--- src/rtl/key_search_if.sv ---
// Handshake bundle between the key search scheduler, the top-level control
// and the replicated decrypt cores.
interface key_search_if #(
  parameter int NUM_CORES = 4,
  parameter int KEY_WIDTH = 22
);
  logic                           start;
  logic [NUM_CORES-1:0]           core_start;
  logic [NUM_CORES*KEY_WIDTH-1:0] core_key;
  logic [NUM_CORES-1:0]           core_done;
  logic [NUM_CORES-1:0]           core_match;
  logic                           busy;
  logic                           found;
  logic                           exhausted;
  logic [KEY_WIDTH-1:0]           found_key;
  logic [KEY_WIDTH:0]             keys_tried;

  modport master (
    input  start, core_done, core_match,
    output core_start, core_key, busy, found, exhausted, found_key, keys_tried
  );

  modport slave (
    output start, core_done, core_match,
    input  core_start, core_key, busy, found, exhausted, found_key, keys_tried
  );
endinterface

--- src/rtl/key_search_scheduler.sv ---
// Shared ordered key source for NUM_CORES RC4 decrypt cores: issues keys in
// ascending order, collects pass/fail results and stops on the first match.
module key_search_scheduler #(
  parameter int NUM_CORES = 4,
  parameter int KEY_WIDTH = 22
) (
  input  logic         clk,
  input  logic         reset_n,
  key_search_if.master bus
);

  typedef enum logic [2:0] {IDLE, DISPATCH, DRAIN, FOUND, EXHAUSTED} state_t;

  localparam logic [KEY_WIDTH-1:0] KEY_MAX = '1;

  state_t                         state, state_nxt;
  logic [KEY_WIDTH-1:0]           next_key;
  logic [NUM_CORES-1:0]           core_busy;
  logic                           space_done;
  logic [NUM_CORES-1:0]           core_start_r;
  logic [NUM_CORES*KEY_WIDTH-1:0] core_key_r;
  logic [KEY_WIDTH-1:0]           found_key_r;
  logic [KEY_WIDTH:0]             keys_tried_r;

  logic [NUM_CORES-1:0] done_valid;
  logic [NUM_CORES-1:0] match_sel;
  logic                 match_any;
  logic [NUM_CORES-1:0] dispatch_sel;
  logic [NUM_CORES-1:0] busy_after;
  logic [KEY_WIDTH-1:0] match_key;
  logic                 restart;

  function automatic logic [NUM_CORES-1:0] lowest_onehot(input logic [NUM_CORES-1:0] v);
    logic [NUM_CORES-1:0] r;
    logic                 hit;
    r   = '0;
    hit = 1'b0;
    for (int i = 0; i < NUM_CORES; i++) begin
      if (v[i] && !hit) begin
        r[i] = 1'b1;
        hit  = 1'b1;
      end
    end
    return r;
  endfunction

  function automatic logic [KEY_WIDTH:0] popcount(input logic [NUM_CORES-1:0] v);
    logic [KEY_WIDTH:0] n;
    n = '0;
    for (int i = 0; i < NUM_CORES; i++) n = n + (KEY_WIDTH+1)'(v[i]);
    return n;
  endfunction

  // Completions from idle cores are spurious and never count or match.
  assign done_valid = bus.core_done & core_busy;
  assign match_sel  = lowest_onehot(done_valid & bus.core_match);
  assign match_any  = |match_sel;
  assign busy_after = core_busy & ~done_valid;
  assign restart    = bus.start && (state == IDLE || state == FOUND || state == EXHAUSTED);

  // A winning match stops issuing immediately so only cores already in flight drain.
  assign dispatch_sel = (state == DISPATCH && !space_done && !match_any)
                        ? lowest_onehot(~core_busy) : '0;

  always_comb begin
    match_key = '0;
    for (int i = 0; i < NUM_CORES; i++) begin
      if (match_sel[i]) match_key = core_key_r[i*KEY_WIDTH +: KEY_WIDTH];
    end
  end

  always_comb begin
    state_nxt = state;
    case (state)
      IDLE, FOUND, EXHAUSTED: if (bus.start) state_nxt = DISPATCH;
      DISPATCH: begin
        if (match_any)                             state_nxt = DRAIN;
        else if (space_done && busy_after == '0)   state_nxt = EXHAUSTED;
      end
      DRAIN:    if (busy_after == '0) state_nxt = FOUND;
      default:  state_nxt = IDLE;
    endcase
  end

  always_ff @(posedge clk or negedge reset_n) begin
    if (!reset_n) state <= IDLE;
    else          state <= state_nxt;
  end

  always_ff @(posedge clk or negedge reset_n) begin
    if (!reset_n) begin
      next_key     <= '0;
      core_busy    <= '0;
      space_done   <= 1'b0;
      core_start_r <= '0;
      core_key_r   <= '0;
      found_key_r  <= '0;
      keys_tried_r <= '0;
    end else begin
      core_start_r <= dispatch_sel;
      if (restart) begin
        next_key     <= '0;
        core_busy    <= '0;
        space_done   <= 1'b0;
        keys_tried_r <= '0;
        found_key_r  <= '0;
      end else begin
        core_busy <= busy_after | dispatch_sel;
        if (state == DISPATCH || state == DRAIN)
          keys_tried_r <= keys_tried_r + popcount(done_valid);
        // The top key marks the space as issued instead of wrapping back to 0.
        if (|dispatch_sel) begin
          if (next_key == KEY_MAX) space_done <= 1'b1;
          else                     next_key   <= next_key + 1'b1;
        end
        for (int i = 0; i < NUM_CORES; i++) begin
          if (dispatch_sel[i]) core_key_r[i*KEY_WIDTH +: KEY_WIDTH] <= next_key;
        end
        if (state == DISPATCH && match_any) found_key_r <= match_key;
      end
    end
  end

  assign bus.core_start = core_start_r;
  assign bus.core_key   = core_key_r;
  assign bus.busy       = (state == DISPATCH) || (state == DRAIN);
  assign bus.found      = (state == FOUND);
  assign bus.exhausted  = (state == EXHAUSTED);
  assign bus.found_key  = found_key_r;
  assign bus.keys_tried = keys_tried_r;

endmodule

--- src/flat_wrapper.sv ---
// flat-port wrapper written by rule: the top's interface ports become plain ports
module key_search_scheduler_flat 
#(
  parameter int NUM_CORES = 4,
  parameter int KEY_WIDTH = 22
)
  (clk, reset_n, bus_start, bus_core_done, bus_core_match, bus_core_start, bus_core_key, bus_busy, bus_found, bus_exhausted, bus_found_key, bus_keys_tried);
  key_search_if #(.NUM_CORES(NUM_CORES), .KEY_WIDTH(KEY_WIDTH)) bus_i ();
  input  logic clk;
  input  logic reset_n;
  input wire logic [$bits(bus_i.start)-1:0] bus_start;
  input wire logic [$bits(bus_i.core_done)-1:0] bus_core_done;
  input wire logic [$bits(bus_i.core_match)-1:0] bus_core_match;
  output wire logic [$bits(bus_i.core_start)-1:0] bus_core_start;
  output wire logic [$bits(bus_i.core_key)-1:0] bus_core_key;
  output wire logic [$bits(bus_i.busy)-1:0] bus_busy;
  output wire logic [$bits(bus_i.found)-1:0] bus_found;
  output wire logic [$bits(bus_i.exhausted)-1:0] bus_exhausted;
  output wire logic [$bits(bus_i.found_key)-1:0] bus_found_key;
  output wire logic [$bits(bus_i.keys_tried)-1:0] bus_keys_tried;
  assign bus_i.start = bus_start;
  assign bus_i.core_done = bus_core_done;
  assign bus_i.core_match = bus_core_match;
  assign bus_core_start = bus_i.core_start;
  assign bus_core_key = bus_i.core_key;
  assign bus_busy = bus_i.busy;
  assign bus_found = bus_i.found;
  assign bus_exhausted = bus_i.exhausted;
  assign bus_found_key = bus_i.found_key;
  assign bus_keys_tried = bus_i.keys_tried;
  key_search_scheduler #(.NUM_CORES(NUM_CORES), .KEY_WIDTH(KEY_WIDTH)) u_core (.clk(clk), .reset_n(reset_n), .bus(bus_i));
endmodule
--- config.mk ---
export PLATFORM = sky130hd
export DESIGN_NAME = key_search_scheduler_flat
export DESIGN_NICKNAME = d
export VERILOG_FILES = /design/src/rtl/key_search_if.sv /design/src/rtl/key_search_scheduler.sv /design/src/flat_wrapper.sv
export SDC_FILE = /design/constraint.sdc
export NUM_CORES = 1
export LEC_CHECK = 0
export CAP_MARGIN = 25
export CORE_UTILIZATION = 47
export CTS_CLUSTER_SIZE = 25
export DETAILED_ROUTE_END_ITERATION = 8
export PLACE_DENSITY = 0.79
export SYNTH_ARGS = -nofsm -noshare
export SYNTH_HDL_FRONTEND = slang
export SYNTH_SLANG_ARGS = --single-unit
--- constraint.sdc ---
create_clock -name clk -period 2.7 [get_ports clk]
set_input_delay 0.675 -clock clk [delete_from_list [all_inputs] [get_ports clk]]
set_output_delay 0.675 -clock clk [all_outputs]
set_load 0.01 [all_outputs]
==> impl_metrics.toml <==
[global_routing]
antenna_found_initial = 0
grt_usage = 0.269
grt_start_max_net_pins = 56
grt_overflow = 0
grt_first_pass_wirelength_um = 34100
grt_pass1_vias = 6416

[route]
drtAntennaViolNets = 0
vias_per_cell = 5.85
drc = 0
drt_iter0_markers = 495
routedWlPerCell_um = 20.2
routed_wl_um = 21800
dr.pass1.iters = 4
vias = 6296

[yosys]
synth_top_family_by_area = "multiplexers"
synth_edf_count = 0
yosys.area.top_type = "dfrtp_1"
synthCells = 672
yosysWarningCount = 0
ys_ff_latch = 167
synth_compound_area_frac = 0.123
yosys.area_share.simple = 0.129
ys_seq_area_frac = 0.543
ys_types = 57
muxShareOfSynthArea = 0.135
syn_area_um2 = 7700
synth_xor_area_frac = 0.0250
ys.flop_type = "dfrtp_1"
synthTopCellsByArea = "dfrtp_1 (54%), mux2_2 (13%), a221o_1 (2.9%), nand2_1 (2.7%), a21oi_1 (2.5%)"
post_synth.cell_area_avg_um2 = 11.5
synthAdderAreaFrac = 0.0149
syn_nets = 691
async_flop_share = 1.00
synth_top_area_frac = 0.543

[place]
placed_cell_area_um2 = 9860
place.detailed.hpwl_um = 14400
portBuffers = 150
gp_congestion = 0.803

[floorplan]
dieArea_um2 = 16900
chipHeight_um = 130
io_pins = 151
core-area_um2 = 15900
rows = 46
start_util = 0.483
die_w_um = 130

[worst_setup_path]
worstPathCellList = "clkdlybuf4s15_1 -> and2_4 -> ha_4 -> fa_2 -> ha_4 -> a21o_1 -> a21oi_2 -> or4b_4 -> buf_6 -> o211ai_1 -> o31ai_1"
critPathBufInv = 2
worst_ep_required_time_ps = 3010
cpMostUsedCell = "ha_4"
arrival_ps = 3060
path_max_fanout = 4
worst-setup-path-type = "input pin to register"
r2r_cells = 10
crit_cells = 11
cpLargestDelayFamily = "adder cells"
critPathMaxStageDelay_ps = 540
crit_slowest_cell = "fa_2"
setup.worst_path.end_class = "register"
cp-start-kind = "input pin"

[cells_and_area]
area_growth_pct = 36.2
drive_gt1_frac = 0.238
final_common_cell = "dfrtp_1"
n_antenna_cell = 0
layout_common_cells = "dfrtp_1 (167), clkdlybuf4s50_1 (145), mux2_2 (87), nand2_1 (55), buf_4 (46)"
post-route-util = 0.658
fin_area_um2 = 10500
layout.nets = 866
fillers = 1184

[sta]
final_max_slew_viol_count = 0
period_share = 1.02
tightest_slew_ps = 977
min_period_ps = 2750
hold_viol = 0
rsz0062_at_grt = "true"
max_freq_mhz = 363
setup_ws_ps = -51.7
finClkSkew_ps = 8.98
slew_headroom = 0.346
finalSetupViolCount = 5
fin_tns_setup_ps = -169

[clocking]
cts.clk_slew.worst_paths_ps = 60
insertion_delay_ps = 440
clock_sinks = 167
numCtsBuffers = 17
cts.path.max_buffers = 2
root_buffer = "clkbuf_16"
h-tree-depth = 4
ctsHoldBuffers = 0
cts_tree = "done"

[hold_path]
hold_class = "input pin to async pin"

[power]
vdd_drop_max_uv = 574
total_power_mw = 8.14
powerDensity_nw_per_um2 = 776
p_leak_nw = 4.65

[outcome]
status = "complete, but fails checks"
violations = "negative setup slack"

[run]
cap_violations = 0
-- timing repair --
item | CTS | global route
pin swaps | 10 | 8
resized for setup | 14 | 7
hold endpoints to repair | 0 | 0
setup buffers | 0 | 1
endpoints found under the setup margin | 19 | 14
-- cells by family after synthesis --
logic type	after synthesis
xor+xnor	22
mux	93
fa+ha+maj	8
compound gates	142
flops	167
simple gates	185
buf+inv	55
-- cell usage after synthesis, drive strengths merged (5+ instances only) --
| library cell | n |
|---|---|
| mux2i | 5 |
| a221o | 22 |
| buf | 20 |
| xor2 | 11 |
| o21ai | 29 |
| and2 | 7 |
| mux2 | 88 |
| xnor2 | 11 |
| and4 | 8 |
| nand4 | 14 |
| a31oi | 25 |
| nor3 | 7 |
| nor2b | 5 |
| and3 | 7 |
| inv | 6 |
| a21oi | 38 |
| ha | 6 |
| nand2 | 55 |
| nand3 | 14 |
| clkbuf | 29 |
| dfrtp | 167 |
| nor2 | 32 |
| nor4 | 8 |
| or3 | 5 |
-- layer usage --
metal	wire length [um]	vias to the layer above	track usage	share of wire
li1	-	2833	-	-
met1	9450	3211	0.351	0.43
met3	1200	30	0.0586	0.055
met5	0	-	0	0
met2	10800	222	0.441	0.50
met4	299	0	0.101	0.014
-- area by class of cell --
class | instances | area [um^2] | share of cell area
Clock inverter | 7 | 67.6 | 0.00644
Timing Repair Buffer | 205 | 2010 | 0.192
Tap cell | 216 | 270 | 0.0258
Multi-Input combinational cell | 450 | 3430 | 0.327
Inverter | 6 | 22.5 | 0.00215
Sequential cell | 167 | 4180 | 0.398
Clock buffer | 25 | 505 | 0.0482
-- metrics by stage --
step	hold slack [ps]	instances	worst slack [ps]
global placement	514	1044	-829
detailed placement	520	1044	-883
floorplan	379	672	-412
finish	174	1076	-51.7
global route	203	1076	-139
CTS	180	1076	-48.0
-- worst register-to-register path: cells and delay by family (launching register included) --
family / cells / cell delay [ps]
fa+ha+maj: 3 / 910
simple gates: 2 / 700
compound gates: 4 / 460
flops: 1 / 410
buf+inv: 1 / 150
-- worst paths after layout --
path	to	start	slack (ps)
worst min register to register	u_core.bus.core_key[18]	u_core.bus.core_key[18]	530
worst max register to register	u_core.bus.keys_tried[19]	u_core.core_busy[0]	-50
worst min-delay path	u_core.bus.keys_tried[11]	reset_n	170
max in group asynchronous	u_core.bus.core_key[9]	reset_n	1850
worst max-delay path	u_core.bus.keys_tried[19]	bus_core_done[0]	-50
min in group clk	u_core.bus.core_key[18]	u_core.bus.core_key[18]	530
-- power breakdown --
part           internal (mW)  switching (mW)  leakage [nW]
clock network           1.39           0.970         0.275
logic                   1.32            1.41          2.09
registers               2.81           0.246          2.29
-- state kept, by name, summed over array words and instances (netlist names) --
signal	count
u_core.bus.keys_tried	23
u_core.bus.core_start	4
u_core.state	3
u_core.core_busy	4
u_core.bus.found_key	22
u_core.next_key	22
u_core.bus.core_key	88
u_core.space_done	1
Note: power is estimated with default switching activity, not from simulation.
